==> src/rtl/id_stage_reg.sv <==
// ID/EX pipeline register: captures decoded control and operands from ID for EX.
// It also handles freeze, flush and bubble insertion, and keeps a saturating count of bubbles.
module id_stage_reg #(
  parameter int DATA_W = 32
) (
  input  logic              clk,
  input  logic              rst,
  input  logic              freeze,
  input  logic              flush,
  input  logic              bubble,
  input  logic              WB_en_in,
  input  logic              mem_read_in,
  input  logic              mem_write_in,
  input  logic              B_in,
  input  logic              S_in,
  input  logic [3:0]        EX_command_in,
  input  logic [DATA_W-1:0] PC_in,
  input  logic [DATA_W-1:0] Val_Rn_in,
  input  logic [DATA_W-1:0] Val_Rm_in,
  input  logic              imm_in,
  input  logic [11:0]       shift_operand_in,
  input  logic [23:0]       signed_imm_24_in,
  input  logic [3:0]        Dest_in,
  input  logic [3:0]        src1_in,
  input  logic [3:0]        src2_in,
  input  logic [3:0]        SR_in,
  output logic              WB_en,
  output logic              mem_read,
  output logic              mem_write,
  output logic              B,
  output logic              S,
  output logic [3:0]        EX_command,
  output logic [DATA_W-1:0] PC,
  output logic [DATA_W-1:0] Val_Rn,
  output logic [DATA_W-1:0] Val_Rm,
  output logic              imm,
  output logic [11:0]       shift_operand,
  output logic [23:0]       signed_imm_24,
  output logic [3:0]        Dest,
  output logic [3:0]        src1,
  output logic [3:0]        src2,
  output logic [3:0]        SR,
  output logic              valid,
  output logic [15:0]       bubble_count
);

  // Priority on each edge: freeze holds everything, flush kills, bubble inserts a NOP, else load.
  always_ff @(posedge clk or posedge rst) begin
    if (rst) begin
      WB_en         <= 1'b0;
      mem_read      <= 1'b0;
      mem_write     <= 1'b0;
      B             <= 1'b0;
      S             <= 1'b0;
      EX_command    <= 4'd0;
      PC            <= '0;
      Val_Rn        <= '0;
      Val_Rm        <= '0;
      imm           <= 1'b0;
      shift_operand <= 12'd0;
      signed_imm_24 <= 24'd0;
      Dest          <= 4'd0;
      src1          <= 4'd0;
      src2          <= 4'd0;
      SR            <= 4'd0;
      valid         <= 1'b0;
      bubble_count  <= 16'd0;
    end else if (!freeze) begin
      if (flush) begin
        WB_en         <= 1'b0;
        mem_read      <= 1'b0;
        mem_write     <= 1'b0;
        B             <= 1'b0;
        S             <= 1'b0;
        EX_command    <= 4'd0;
        PC            <= '0;
        Val_Rn        <= '0;
        Val_Rm        <= '0;
        imm           <= 1'b0;
        shift_operand <= 12'd0;
        signed_imm_24 <= 24'd0;
        Dest          <= 4'd0;
        src1          <= 4'd0;
        src2          <= 4'd0;
        SR            <= 4'd0;
        valid         <= 1'b0;
      end else begin
        // Data fields travel with a bubble too; only the control bits are squashed.
        PC            <= PC_in;
        Val_Rn        <= Val_Rn_in;
        Val_Rm        <= Val_Rm_in;
        imm           <= imm_in;
        shift_operand <= shift_operand_in;
        signed_imm_24 <= signed_imm_24_in;
        Dest          <= Dest_in;
        src1          <= src1_in;
        src2          <= src2_in;
        SR            <= SR_in;
        if (bubble) begin
          WB_en      <= 1'b0;
          mem_read   <= 1'b0;
          mem_write  <= 1'b0;
          B          <= 1'b0;
          S          <= 1'b0;
          EX_command <= 4'd0;
          valid      <= 1'b0;
          if (bubble_count != 16'hFFFF) bubble_count <= bubble_count + 16'd1;
        end else begin
          WB_en      <= WB_en_in;
          mem_read   <= mem_read_in;
          mem_write  <= mem_write_in;
          B          <= B_in;
          S          <= S_in;
          EX_command <= EX_command_in;
          valid      <= 1'b1;
        end
      end
    end
  end

endmodule
==> config.mk <==
export PLATFORM = sky130hd
export DESIGN_NAME = id_stage_reg
export DESIGN_NICKNAME = d
export VERILOG_FILES = /design/src/rtl/id_stage_reg.sv
export SDC_FILE = /design/constraint.sdc
export NUM_CORES = 1
export LEC_CHECK = 0
export BUFFER_PORTS_ARGS = -buffer_cell sky130_fd_sc_hd__buf_2
export CORE_AREA = 2 2 133 135
export DETAILED_ROUTE_END_ITERATION = 8
export DIE_AREA = 0 0 135 137
export MAX_ROUTING_LAYER = met4
export PLACE_DENSITY = 0.78
export SLEW_MARGIN = 20
export SYNTH_ARGS = -nofsm -noshare
export SYNTH_HDL_FRONTEND = slang
export SYNTH_SLANG_ARGS = --single-unit
==> constraint.sdc <==
create_clock -name clk -period 5.3 [get_ports clk]
set_clock_uncertainty 0.05 [all_clocks]
set_input_delay 0.265 -clock clk [delete_from_list [all_inputs] [get_ports clk]]
set_output_delay 0.265 -clock clk [all_outputs]
set_load 0.02 [all_outputs]
==> metrics, run 1 <==
Clock Power Share 38.5%; setup repair bufs after CTS 0; YS warnings 0; DRT Wirelength 18,100 um; Net Switching 0.933 mW; worst-path maximum fanout 12; vias in the first global route 5,068; Post-synth EDFFs 0; largest net degree at the start of global routing 111; Logic pwr share 16.0%; synthesized flop and latch total 175; clk root buf clkbuf_16; DR WL/cell 17.6 um; max_cap viols 0; sw frac 27.8%; outcome finished, final reports clean; RSZ-0062 raised after global routing false; Vias 5,140; clock tree buffer depth 2; Placer Congestion 0.869; final hold viol count 0; CTS clk-pin slew, worst paths 0.07 ns; Hold Path Class in -> reg; post-route cell area 9160 sq um; Final Max Tran Viols 0; Avg Cell Area, Syn 14.7 sq um; ys flop type dfrtp_1; post-synthesis sequential area ratio 69.2%; post-DP HPWL 12,500 um; worst-case hold slack 0.0197 ns; Starting Density 37.1%; antenna-violating nets left 0; post-synth net total 595; clk sinks 175; Layout area overhead 44.6%; via/cell ratio 5.00; Core Rows 48; most frequent cells in the layout buf_2, dfrtp_1, a22o_1; Crit Path Class reg -> reg; Die X 135 um; IO buf count 337; total congestion overflow 0; part of the cycle the worst path needs 42.9%; Netlist Area Pre-Place 6330 sq um; Async SR Flop Fraction 100%; P_leak 5.03 nW; die area 18,500 sq um; CTS buffer count 17; clock latency on the worst-skew pair 0.41 ns; io pins 338; Pint 2.42 mW; setup TNS 0 ns; Fillers 1,471; GRT Resource Usage Total 19.4%; most common cell after layout, fill and taps aside buf_2; CP endpoint kind flip-flop; Max-slew headroom 42.4%; nets 951; DR pass1 iterations 4; Distinct cells, synth 28; Final min period 2.27 ns; Sequential Power Share 45.4%; DR DRC count 0; Chip Height 137 um; f_max 0.440 GHz; htree depth 4; initial antenna violation count 3; pwr/cell area 366 nW/um^2; wire length of the first global-routing pass 27,200 um; Post-Synthesis Cells 431; # setup viols final 0; CP Data Required Time 5.55 ns; layout cells sized above 1 47.6%; initial DRC count 237; worst vdd ir 0.213 mV; Core Region 17,100 sq um; Critical Path Start Type flip-flop; Tightest Pin Transition 0.860 ns; DP Area 8220 sq um; CP arrival 2.52 ns; CTS tree done
flip-flops by register name, indices dropped and copies added, names as in the netlist:
signal / count
B: 1
Dest: 4
EX_command: 4
PC: 32
S: 1
SR: 4
Val_Rm: 32
Val_Rn: 32
WB_en: 1
bubble_count: 16
imm: 1
mem_read: 1
mem_write: 1
shift_operand: 12
signed_imm_24: 24
src1: 4
src2: 4
valid: 1
per-layer routing:
metal | vias up | wire length (um) | part of all wire [%] | track usage [%]
met3 | 23 | 1230 | 6.8 | 5.48
met1 | 2523 | 7780 | 43 | 24.7
met4 | 0 | 329 | 1.8 | 6.02
met2 | 226 | 8780 | 48 | 30.3
met5 | - | 0 | 0 | -
li1 | 2368 | - | - | -
synthesized netlist by cell type (all sizes together) (2+ instances only):
cell | n | area share [%]
clkbuf | 33 | 2.0
nor4 | 3 | 0.30
a21oi | 2 | 0.16
xnor2 | 2 | 0.28
nand3 | 4 | 0.32
nor3b | 3 | 0.43
dfrtp | 175 | 69
and3 | 3 | 0.30
nor2 | 4 | 0.24
nand4 | 7 | 0.69
buf | 3 | 0.32
a22o | 158 | 22
nor3 | 7 | 0.79
nand2 | 6 | 0.36
xor2 | 12 | 1.7
cell families after synthesis:
| kind of cell | count (synthesis) | synth area share (%) |
|---|---|---|
| compound gates | 161 | 22.1 |
| xor+xnor | 14 | 1.94 |
| fa+ha+maj | 1 | 0.198 |
| buf+inv | 37 | 2.33 |
| flops | 175 | 69.2 |
| mux | 1 | 0.178 |
| simple gates | 42 | 4.07 |
worst max-delay path: stages (launching register included):
cell and delay [ns]:
dfrtp_1 0.44, ha_1 0.19, nand3_1 0.24, nor4_4 0.75, nor2_1 0.19, mux2_2 0.31
power by group through the flow:
stage	Clock, mW	Sequential, mW	Combinational, mW
CTS	1.33	1.52	0.542
floorplan	0	1.68	0.161
global placement	0	1.54	0.516
global route	1.38	1.54	0.579
detailed placement	0	1.55	0.524
finish	1.29	1.52	0.537
what timing repair did:
item                                    CTS  global route
gates resized for setup                   0             0
endpoints found under the setup margin    0             0
endpoints found under the hold margin   111             2
hold buffers                             29             2
area by class of cell:
cell class	instances	area [sq um]	share of cell area [%]
diodes	3	7.51	0.0820
repair buffers	373	2040	22.3
inverters	1	8.76	0.0957
well taps	225	282	3.07
clock inverters	13	178	1.94
flip-flops and latches	175	4380	47.8
clock buffers	19	433	4.73
multi-input cells	219	1830	20.0
stage by stage:
step / util (%) / total power [mW] / setup slack [ns] / cells
after global placement: 48.2 / 2.06 / 2.83 / 962
after floorplan: - / 1.84 / 0.240 / 431
after detailed placement: 48.2 / 2.07 / 2.79 / 962
after CTS: 53.4 / 3.39 / 2.77 / 1023
final: 53.7 / 3.35 / 3.03 / 1028
after global routing: 53.7 / 3.50 / 2.88 / 1028
path summary, 6_finish.rpt:
| path | start | end | slack, ns | depth (start not counted) |
|---|---|---|---|---|
| min | Val_Rm_in[12] | Val_Rm[12] | 0.02 | 2 |
| max | bubble_count[0] | bubble_count[1] | 3.03 | 5 |
| min reg2reg | valid | valid | 0.44 | 1 |
| max reg2reg | bubble_count[0] | bubble_count[1] | 3.03 | 5 |
| min in group asynchronous | rst | Val_Rm[26] | 0.51 | 3 |
| max in group asynchronous | rst | Val_Rn[30] | 3.60 | 4 |
(Power assumes the default switching activity.)
==> run 2, diff against run 1 <==
clock period = 2.03 ns   (was 5.3 ns; I/O delays follow)
==> run 2 against run 1 <==
  * Sequential share of layout area is 5.9 points lower
  * Non-clock buffer count is 132 higher
  * Utilization up 7.6 points
==> metrics, run 2 (synthesis gave the netlist of run 1 again) <==
outcome finished, final reports clean; cts hold-fix bufs 159; max_cap viols 0; CTS tree done; Max-slew headroom 47.0%; Core Rows 48; initial antenna violation count 0; final hold viol count 0; PnR Total Power 8.80 mW; CP arrival 2.08 ns; most frequent cells in the layout buf_2, dfrtp_1, dlygate4sd3_1; total congestion overflow 0; DR pass1 iterations 5; Die X 135 um; die area 18,500 sq um; Final WS setup 0.209 ns; Core Region 17,100 sq um; Clock Power Share 36.1%; CTS buffer count 17; DR DRC count 0; R2R Setup Slk 0.21 ns; htree depth 4; Sequential Power Share 45.2%; Final Max Tran Viols 0; clock tree buffer depth 2; worst vdd ir 0.533 mV; GRT Resource Usage Total 22.5%; Layout area overhead 65.1%; Resize count post-CTS 0; setup repair bufs after CTS 0; # setup viols final 0; CP Data Required Time 2.29 ns; Pint 6.26 mW; clk root buf clkbuf_16; Tightest Pin Transition 0.795 ns; Net Switching 2.54 mW; Vias 5,872; Starting Density 37.1%; Crit Path Class reg -> reg; Critical Path Start Type flip-flop; Placer Congestion 0.781; worst-path maximum fanout 9; Final min period 1.82 ns; part of the cycle the worst path needs 89.7%; nets 1,083; setup TNS 0 ns; P_leak 5.56 nW; post-DP HPWL 11,800 um; CP endpoint kind flip-flop; Placement Setup Slack 0.228 ns; sw frac 28.8%; DRT Wirelength 20,800 um; pwr/cell area 842 nW/um^2; Chip Height 137 um; CTS clk-pin slew, worst paths 0.07 ns; vias in the first global route 6,124; final core utilization 61.3%; largest net degree at the start of global routing 160; Logic pwr share 18.6%; clk sinks 175; most common cell after layout, fill and taps aside buf_2; biggest regs PC x32, Val_Rm x32, Val_Rn x32; layout cells sized above 1 41.5%; antenna-violating nets left 0; dpl cells 966; f_max 0.549 GHz; initial DRC count 298; IO buf count 337; Final Instance Count excl. Fillers 1,156; clock latency on the worst-skew pair 0.42 ns; DR WL/cell 18.0 um; via/cell ratio 5.08; Ant. Diodes 0; RSZ-0062 raised after global routing false; io pins 338; Hold Path Class in -> reg; wire length of the first global-routing pass 31,400 um
[run 2: layout make-up]
class	count	area [sq um]
Clock inverter	13	130
Clock buffer	18	439
Sequential cell	175	4380
Fill cell	1232	6600
Timing Repair Buffer	505	3400
Multi-Input combinational cell	219	1820
Inverter	1	7.51
Tap cell	225	282
[run 2: power by group through the flow]
| stage | sequential [mW] | clock (mW) | combinational [mW] |
|---|---|---|---|
| finish | 3.98 | 3.18 | 1.64 |
| detailed placement | 4.03 | 0 | 1.39 |
| CTS | 3.97 | 3.22 | 1.63 |
| floorplan | 4.38 | 0 | 0.422 |
| global placement | 4.01 | 0 | 1.36 |
| global route | 4.01 | 3.40 | 1.75 |
[run 2: per-layer routing]
metal	vias to the layer above	track usage (%)	wire length, um
met4	0	9.14	605
met3	57	5.56	1320
met5	-	-	0
met1	2893	25.9	8160
li1	2633	-	-
met2	289	38.0	10700
[run 2: stage by stage]
| step | instance area (sq um) | hold slack [ns] |
|---|---|---|
| 2_1_floorplan | 6340 | 0.180 |
| 3_3_place_gp | 8290 | 0.225 |
| 3_5_place_dp | 8290 | 0.235 |
| 4_1_cts | 10500 | 0.0651 |
| 5_1_grt | 10500 | 0.121 |
| 6_report | 10500 | 0.0915 |
[run 2: final timing paths]
path / end / depth (start not counted) / from
max in group asynchronous: Val_Rm[7] / 4 / rst
worst max-delay path: bubble_count[1] / 6 / bubble_count[0]
worst max register to register: bubble_count[1] / 6 / bubble_count[0]
min in group asynchronous: bubble_count[2] / 4 / rst
worst min register to register: valid / 1 / valid
worst min-delay path: bubble_count[5] / 4 / bubble
[run 2: worst max-delay path: stages (launching register included)]
cell	delay (ns)
dfrtp_1	0.42
ha_1	0.19
nand3_1	0.13
nor4_2	0.34
buf_4	0.22
nor2_1	0.08
mux2_2	0.28
